$ cat src/rtl/video_pattern_gen.sv
// video_pattern_gen: framed test-pattern video source with programmable size and gaps
module video_pattern_gen #(
  parameter int PIXEL_WIDTH = 8,
  parameter int SPARSE_IN   = 0,
  parameter int LINE_GAP    = 350,
  parameter int FRAME_GAP   = 2110
) (
  input  logic                   clk,
  input  logic                   rst,
  input  logic                   en,
  input  logic [15:0]            line_size,
  input  logic [15:0]            frame_size,
  input  logic [1:0]             pattern,
  output logic [PIXEL_WIDTH-1:0] do_o,
  output logic                   de_o,
  output logic                   hs_o,
  output logic                   vs_o,
  output logic                   eof_o,
  output logic                   busy_o
);
  typedef enum logic [2:0] {IDLE, ACTIVE, SPACE, LGAP, FGAP} state_t;
  localparam logic [15:0] SP_LAST = 16'(SPARSE_IN - 1);
  localparam logic [15:0] LG_LAST = 16'(LINE_GAP - 1);
  localparam logic [15:0] FG_LAST = 16'(FRAME_GAP - 1);
  if (PIXEL_WIDTH < 8 || SPARSE_IN < 0 || LINE_GAP < 1 || FRAME_GAP < 1) begin : g_bad_param
    $error("video_pattern_gen: PIXEL_WIDTH must be >= 8 and gap parameters >= 1");
  end
  state_t                 state;
  logic [15:0]            x, y, cnt, lsz, fsz;
  logic [1:0]             pat;
  logic [7:0]             frame_cnt;
  logic [3:0]             xp1;
  logic [PIXEL_WIDTH-1:0] pix;
  logic                   act;
  assign xp1 = x[3:0] + 4'd1;
  assign act = state == ACTIVE;
  // pixel value for the current position, from the config latched at frame start
  always_comb
    pix = pat == 2'd0 ? PIXEL_WIDTH'({y[3:0], xp1}) :
          pat == 2'd1 ? PIXEL_WIDTH'(x + y) :
          pat == 2'd2 ? PIXEL_WIDTH'(x) : PIXEL_WIDTH'(frame_cnt);
  // frame sequencer; outputs are registered views of the state one cycle earlier
  always_ff @(posedge clk) begin
    if (rst) begin
      state     <= IDLE;
      x         <= '0;
      y         <= '0;
      cnt       <= '0;
      lsz       <= '0;
      fsz       <= '0;
      pat       <= '0;
      frame_cnt <= '0;
      do_o      <= '0;
      de_o      <= 1'b0;
      hs_o      <= 1'b0;
      vs_o      <= 1'b0;
      eof_o     <= 1'b0;
      busy_o    <= 1'b0;
    end else begin
      do_o   <= act ? pix : '0;
      de_o   <= act;
      hs_o   <= act && x == '0;
      vs_o   <= act && x == '0 && y == '0;
      eof_o  <= act && x == lsz && y == fsz;
      busy_o <= state != IDLE;
      case (state)
        IDLE: if (en) begin
          lsz   <= line_size;
          fsz   <= frame_size;
          pat   <= pattern;
          x     <= '0;
          y     <= '0;
          state <= ACTIVE;
        end
        ACTIVE: begin
          cnt <= '0;
          if (x == lsz) state <= y == fsz ? FGAP : LGAP;
          else if (SPARSE_IN > 0) state <= SPACE;
          else x <= x + 16'd1;
        end
        SPACE: if (cnt == SP_LAST) begin
          x     <= x + 16'd1;
          state <= ACTIVE;
        end else cnt <= cnt + 16'd1;
        LGAP: if (cnt == LG_LAST) begin
          x     <= '0;
          y     <= y + 16'd1;
          state <= ACTIVE;
        end else cnt <= cnt + 16'd1;
        FGAP: if (cnt == FG_LAST) begin
          frame_cnt <= frame_cnt + 8'd1;
          x         <= '0;
          y         <= '0;
          lsz       <= line_size;
          fsz       <= frame_size;
          pat       <= pattern;
          state     <= en ? ACTIVE : IDLE;
        end else cnt <= cnt + 16'd1;
        default: state <= IDLE;
      endcase
    end
  end
endmodule
$ cat config.mk
export PLATFORM = sky130hd
export DESIGN_NAME = video_pattern_gen
export DESIGN_NICKNAME = d
export VERILOG_FILES = /design/src/rtl/video_pattern_gen.sv
export SDC_FILE = /design/constraint.sdc
export NUM_CORES = 1
export LEC_CHECK = 0
export CORE_AREA = 2 2 141 143
export DETAILED_ROUTE_END_ITERATION = 7
export DIE_AREA = 0 0 143 145
export GPL_TIMING_DRIVEN = 0
export MAX_ROUTING_LAYER = met4
export PLACE_DENSITY = 0.6
export SETUP_SLACK_MARGIN = 0.15
export SYNTH_ARGS = -nofsm -noshare
export SYNTH_HDL_FRONTEND = slang
export SYNTH_SLANG_ARGS = --single-unit
$ cat constraint.sdc
create_clock -name clk -period 2.1 [get_ports clk]
set_input_delay 0.21 -clock clk [delete_from_list [all_inputs] [get_ports clk]]
set_output_delay 0.21 -clock clk [all_outputs]
set_load 0.02 [all_outputs]
==> results.toml, run 1 <==
[global_route]
top_usage_layer = "met2"
met1_usage = 0.217
first_global_vias = 5540
gr-usage-met2 = 0.278
antenna_found_initial = 0
grtUsageTotal = 0.172
grt-ovfl-total = 0
grt_max_degree = 18
grt_pass1_wl_mm = 27.8
gr-usage-met3 = 0.0300

[sta]
grt_setup_unrepaired = "yes"
final-setup-viol-count = 36
setup_slack_ns = -0.337
slew_headroom = 0.519
worst_pin_slew_ns = 0.721
fin_crit_ns = 2.44
max_freq_mhz = 410
period_share = 1.16
hold_ws_ns = 0.392
clock_skew_ns = 0.00879
drv_slew = 0
finalHoldViolations = 0

[yosys]
ys_ff_latch = 106
synth_top_area_share = 0.373
syn_avg_cell_area_um2 = 7.96
yosys.cell_types.count = 59
postSynthNetCount = 768
synthArstFlopShare = 0
synth_top_cell_by_area = "dfxtp_1"
syn_area_um2 = 5700
syn_inst = 716
synth_ff_type = "dfxtp_1"
ys_seq_area_frac = 0.373
synth_edf_count = 0
ys_warn_count = 0
synthTopCellsByArea = "dfxtp_1, nand2_1, xnor2_1"

[run_status]
outcome = "complete, but fails checks"
violations = "setup timing"

[floorplan]
die_w_um = 143
die_height_um = 145
start_util = 0.297
io_pins = 50
dieArea_um2 = 20700
fp.coreArea_um2 = 19200
num_rows = 51

[placement]
buffer_ports.inserted = 49
pre_cts_ws_ns = -0.605
place_hpwl_mm = 11.6
place_congestion = 0.886

[routing]
drtAntennaViolNets = 0
avgViaCountPerCell = 5.13
drt_iter0_markers = 447
wl_mm = 17.4
num_vias = 5674
wl_per_cell_um = 15.7
drc = 0
dr.pass1.iters = 5

[worst_setup_path]
r2r_slack_ns = -0.34
critical_path.startpoint = "cnt[1]"
critical_path.startpoint_type = "register"
cp.required_ns = 2.33
r2r-start = "cnt[1]"
cp-endpoint = "cnt[5]"
worstPathArrival_ns = 2.66
r2r-end = "cnt[5]"
r2r_cells = 12
end_kind = "register"
worstSetupPathType = "reg2reg"
cp_max_fo = 5

[cts]
path_clk_slew_ns = 0.07
root_buffer = "clkbuf_16"
clock_latency_ns = 0.37
cts_made_buffers = 9
cts.htree.levels = 3
clk_path_buf_depth = 2
tritoncts = "built"
clock-sinks = 106

[power_and_ir_drop]
total_power_uw = 4990
p_per_area_nw_per_um2 = 599
ir_drop_mv = 0.421
leakagePower_uw = 0.00286

[final_layout]
area.growth.synth_to_final_pct = 46.2
drive_above_1_share = 0.301
mostFrequentLayoutCells = "nand2_1, dfxtp_1, nor2_1"
layout_commonest_cell = "nand2_1"
antenna_cells = 0
final_util = 0.434
final_nets = 887

[min_path]
hp-class = "in2reg"

[flow_run]
cap_viol_max_count = 0
[power breakdown]
| part | internal, uW | total (uW) | switching [uW] |
|---|---|---|---|
| clock | 1090 | 1900 | 814 |
| sequential | 2070 | 2110 | 46.8 |
| combinational | 480 | 970 | 490 |
[layer usage]
metal / up-vias / wire (um) / part of all wire
met5: - / 0 / 0
met4: 0 / 299 / 0.017
met3: 32 / 768 / 0.044
met2: 134 / 8470 / 0.49
met1: 2727 / 7870 / 0.45
li1: 2781 / - / -
[critical path: stages, from the launching register on]
cell       delay (ns)
dfxtp_4          0.37
buf_12           0.10
ha_4             0.14
nand4_1          0.21
nor4_4           0.32
buf_4            0.18
or2b_1           0.26
a21oi_4          0.22
buf_6            0.13
buf_6            0.10
clkbuf_16        0.13
or3_1            0.10
a21oi_1          0.06
[stage by stage]
step                setup TNS [ns]  cell area, um^2  std cells
floorplan                        0             5750        716
global placement            -31.73             6570       1030
detailed placement          -33.90             6570       1030
CTS                          -6.41             7790       1088
global route                -14.13             8330       1105
finish                       -9.36             8330       1105
[what timing repair did]
| action | 4_1_cts | 5_1_grt |
|---|---|---|
| gates cloned | 4 | 1 |
| setup buffers | 38 | 16 |
| pin swaps | 45 | 58 |
| setup endpoints to repair | 100 | 100 |
| hold buffers | 0 | 0 |
| gates resized for setup | 147 | 115 |
[registers in the layout (all words and copies together), names as in the netlist, 2 cells and up]
name	flops
cnt	16
do_o	8
frame_cnt	8
fsz	16
lsz	16
pat	2
state	3
x	16
y	16
[cells by family (layout without fill, tap and decap cells)]
| group | after synthesis | in the layout | synth area share |
|---|---|---|---|
| AO/OA/AOI/OAI | 143 | 143 | 0.148 |
| buffers and inverters | 62 | 186 | 0.0419 |
| adder cells (fa/ha/maj) | 15 | 15 | 0.0343 |
| XOR/XNOR | 57 | 57 | 0.0876 |
| multiplexers | 5 | 5 | 0.0116 |
| flip-flops | 106 | 106 | 0.373 |
| AND/OR/NAND/NOR | 328 | 328 | 0.304 |
[synthesized netlist by cell type, drive strengths merged, types with 6 or more instances]
cell / instances
nand2: 108
nor2: 57
or3: 16
nor3: 8
nor4: 16
and4: 6
nor2b: 8
o211ai: 8
nand4: 36
and2: 10
or2: 7
o21ai: 28
inv: 17
a31oi: 6
xor2: 16
nand3: 14
xnor2: 41
and3: 10
dfxtp: 106
a21oi: 71
or4: 13
buf: 6
clkbuf: 39
ha: 14
[worst min path at each step]
stage,from,to,slack [ns],cells after the start
2_1_floorplan,frame_size[0],fsz[0],0.35,2
3_3_place_gp,fsz[6],fsz[6],0.46,2
3_5_place_dp,lsz[15],lsz[15],0.46,2
4_1_cts,line_size[12],lsz[12],0.39,3
5_1_grt,line_size[5],lsz[5],0.40,3
6_report,frame_size[1],fsz[1],0.39,3
[cell type report]
cell class / instances / area, um^2
fill: 1829 / 10900
multi-input combinational: 548 / 3940
sequential: 106 / 2170
timing repair buffer: 108 / 1110
buffer: 45 / 379
tap: 265 / 332
clock buffer: 11 / 243
clock inverter: 5 / 86.3
inverter: 17 / 63.8
Note: power is estimated with default switching activity, not from simulation.
==> inputs of run 2 (changes only) <==
Settings changed: SKIP_LAST_GASP set to 1.
==> run 2 against run 1 <==
Compared with the run above:
- critical path depth unchanged
- clock power about the same
- count of clock-buffer cells in the layout unchanged
- the flow still finishes with violations (setup timing)
- power about the same
- design area down 0.36%
- sequential power about the same
- sequential cell count unchanged
- hold slack worse by 0.0083 ns
- critical endpoint unchanged
- non-clock buffer count up 3
- largest power group unchanged
==> results.toml, run 2 (same netlist as run 1, synthesis figures left out) <==
[floorplan]
num_rows = 51
fp.coreArea_um2 = 19200
die_w_um = 143
die_height_um = 145
dieArea_um2 = 20700
start_util = 0.297
io_pins = 50

[cts]
clock_latency_ns = 0.37
cts.htree.levels = 3
tritoncts = "built"
root_buffer = "clkbuf_16"
clk_path_buf_depth = 2
cts_made_buffers = 9
clock-sinks = 106
path_clk_slew_ns = 0.07
holdBufCountCts = 0

[global_route]
grt-ovfl-total = 0
met1_usage = 0.218
gr-usage-met2 = 0.280
grtUsageTotal = 0.171
grt_pass1_wl_mm = 27.7
top_usage_layer = "met2"
first_global_vias = 5546
grt_max_degree = 18
antenna_found_initial = 0
gr-usage-met3 = 0.0271

[placement]
place_hpwl_mm = 11.6
buffer_ports.inserted = 49
pre_cts_ws_ns = -0.605
place_congestion = 0.886

[routing]
drtAntennaViolNets = 0
drc = 0
wl_mm = 17.4
avgViaCountPerCell = 5.11
dr.pass1.iters = 4
num_vias = 5661
wl_per_cell_um = 15.7
drt_iter0_markers = 418

[final_layout]
mostFrequentLayoutCells = "nand2_1, dfxtp_1, a21oi_1"
final_util = 0.432
final_nets = 890
layout_commonest_cell = "nand2_1"
drive_above_1_share = 0.284
area.growth.synth_to_final_pct = 45.7
antenna_cells = 0

[flow_run]
cap_viol_max_count = 0

[power_and_ir_drop]
ir_drop_mv = 0.426
p_per_area_nw_per_um2 = 600
leakagePower_uw = 0.00288

[worst_setup_path]
cpMaxStageDelayCell = "nor4_4"
r2r_cells = 12
end_kind = "register"
cp.required_ns = 2.33
cp_max_fo = 5
path_common_cell = "buf_6"
worstSetupPathType = "reg2reg"
worstPathCellList = "buf_12 -> ha_4 -> nand4_1 -> nor4_4 -> buf_4 -> or2b_1 -> a21oi_4 -> buf_6 -> buf_6 -> clkbuf_16 -> or3_1 -> a21oi_1"
critical_path.startpoint_type = "register"
slowest_delay_ns = 0.41
worstPathArrival_ns = 2.82

[sta]
drv_slew = 0
finalHoldViolations = 0
clock_skew_ns = 0.00918
final-setup-viol-count = 44
fin_crit_ns = 2.59
setup_slack_ns = -0.489
max_freq_mhz = 386
period_share = 1.23
slew_headroom = 0.528
grt_setup_unrepaired = "yes"
worst_pin_slew_ns = 0.708

[run_status]
violations = "setup timing"
outcome = "complete, but fails checks"

[min_path]
min_path_cells = 3
hp-class = "in2reg"
==> run 2: changes by cell type in the layout (fill, tap and decap cells not counted), moves of 3 or more <==
cell and change:
a21oi_2 -8, a21oi_1 +8, clkbuf_2 +3, nand2_1 +8, clkbuf_4 -3, nand2_2 -10
==> run 2: path summary, 6_finish.rpt <==
kind                     start       to  slack [ns]
setup / recovery        cnt[1]   cnt[5]       -0.49
setup reg to reg        cnt[1]   cnt[5]       -0.49
hold reg to reg        lsz[15]  lsz[15]        0.47
hold / removal    line_size[7]   lsz[7]        0.38
==> run 2: per-stage QoR <==
step | instances | cell area (um^2) | TNS (ns) | hold WS [ns] | total power [uW]
2_1_floorplan | 716 | 5750 | 0 | 0.346 | 2540
3_3_place_gp | 1030 | 6570 | -31.73 | 0.457 | 2770
3_5_place_dp | 1030 | 6570 | -33.90 | 0.462 | 2770
4_1_cts | 1088 | 7710 | -6.53 | 0.386 | 4870
5_1_grt | 1108 | 8300 | -19.45 | 0.406 | 5160
6_report | 1108 | 8300 | -13.15 | 0.384 | 4980
==> run 2: repair_timing <==
item / CTS / global route
cloned: 4 / 1
buffers inserted: 38 / 19
gates resized for setup: 123 / 128
setup endpoints to repair: 100 / 100
pin swaps: 41 / 67
==> run 2: metal layers <==
metal | vias to the layer above | routed length [um]
li1 | 2790 | -
met1 | 2715 | 7770
met2 | 124 | 8390
met3 | 32 | 906
met4 | 0 | 369
met5 | - | 0
==> run 2: cell type report <==
type / count / area [um^2]
flip-flops and latches: 106 / 2170
clock inverters: 5 / 86.3
inverters: 17 / 63.8
well taps: 265 / 332
repair buffers: 111 / 1140
clock buffers: 11 / 243
fillers: 1828 / 10900
plain buffers: 45 / 359
multi-input cells: 548 / 3910
==> run 2: critical path: cells and delay by family, from the launching register on <==
kind,cells,cell delay [ns]
and+or+nand+nor,4,1.00
buffers and inverters,5,0.64
DFF,1,0.37
AOI/OAI and AO/OA,2,0.32
adders and majority gates,1,0.14
==> run 2: power breakdown <==
| part | switching (uW) | internal (uW) | total, uW |
|---|---|---|---|
| Sequential | 47.0 | 2070 | 2110 |
| Combinational | 479 | 471 | 950 |
| Clock | 831 | 1090 | 1920 |
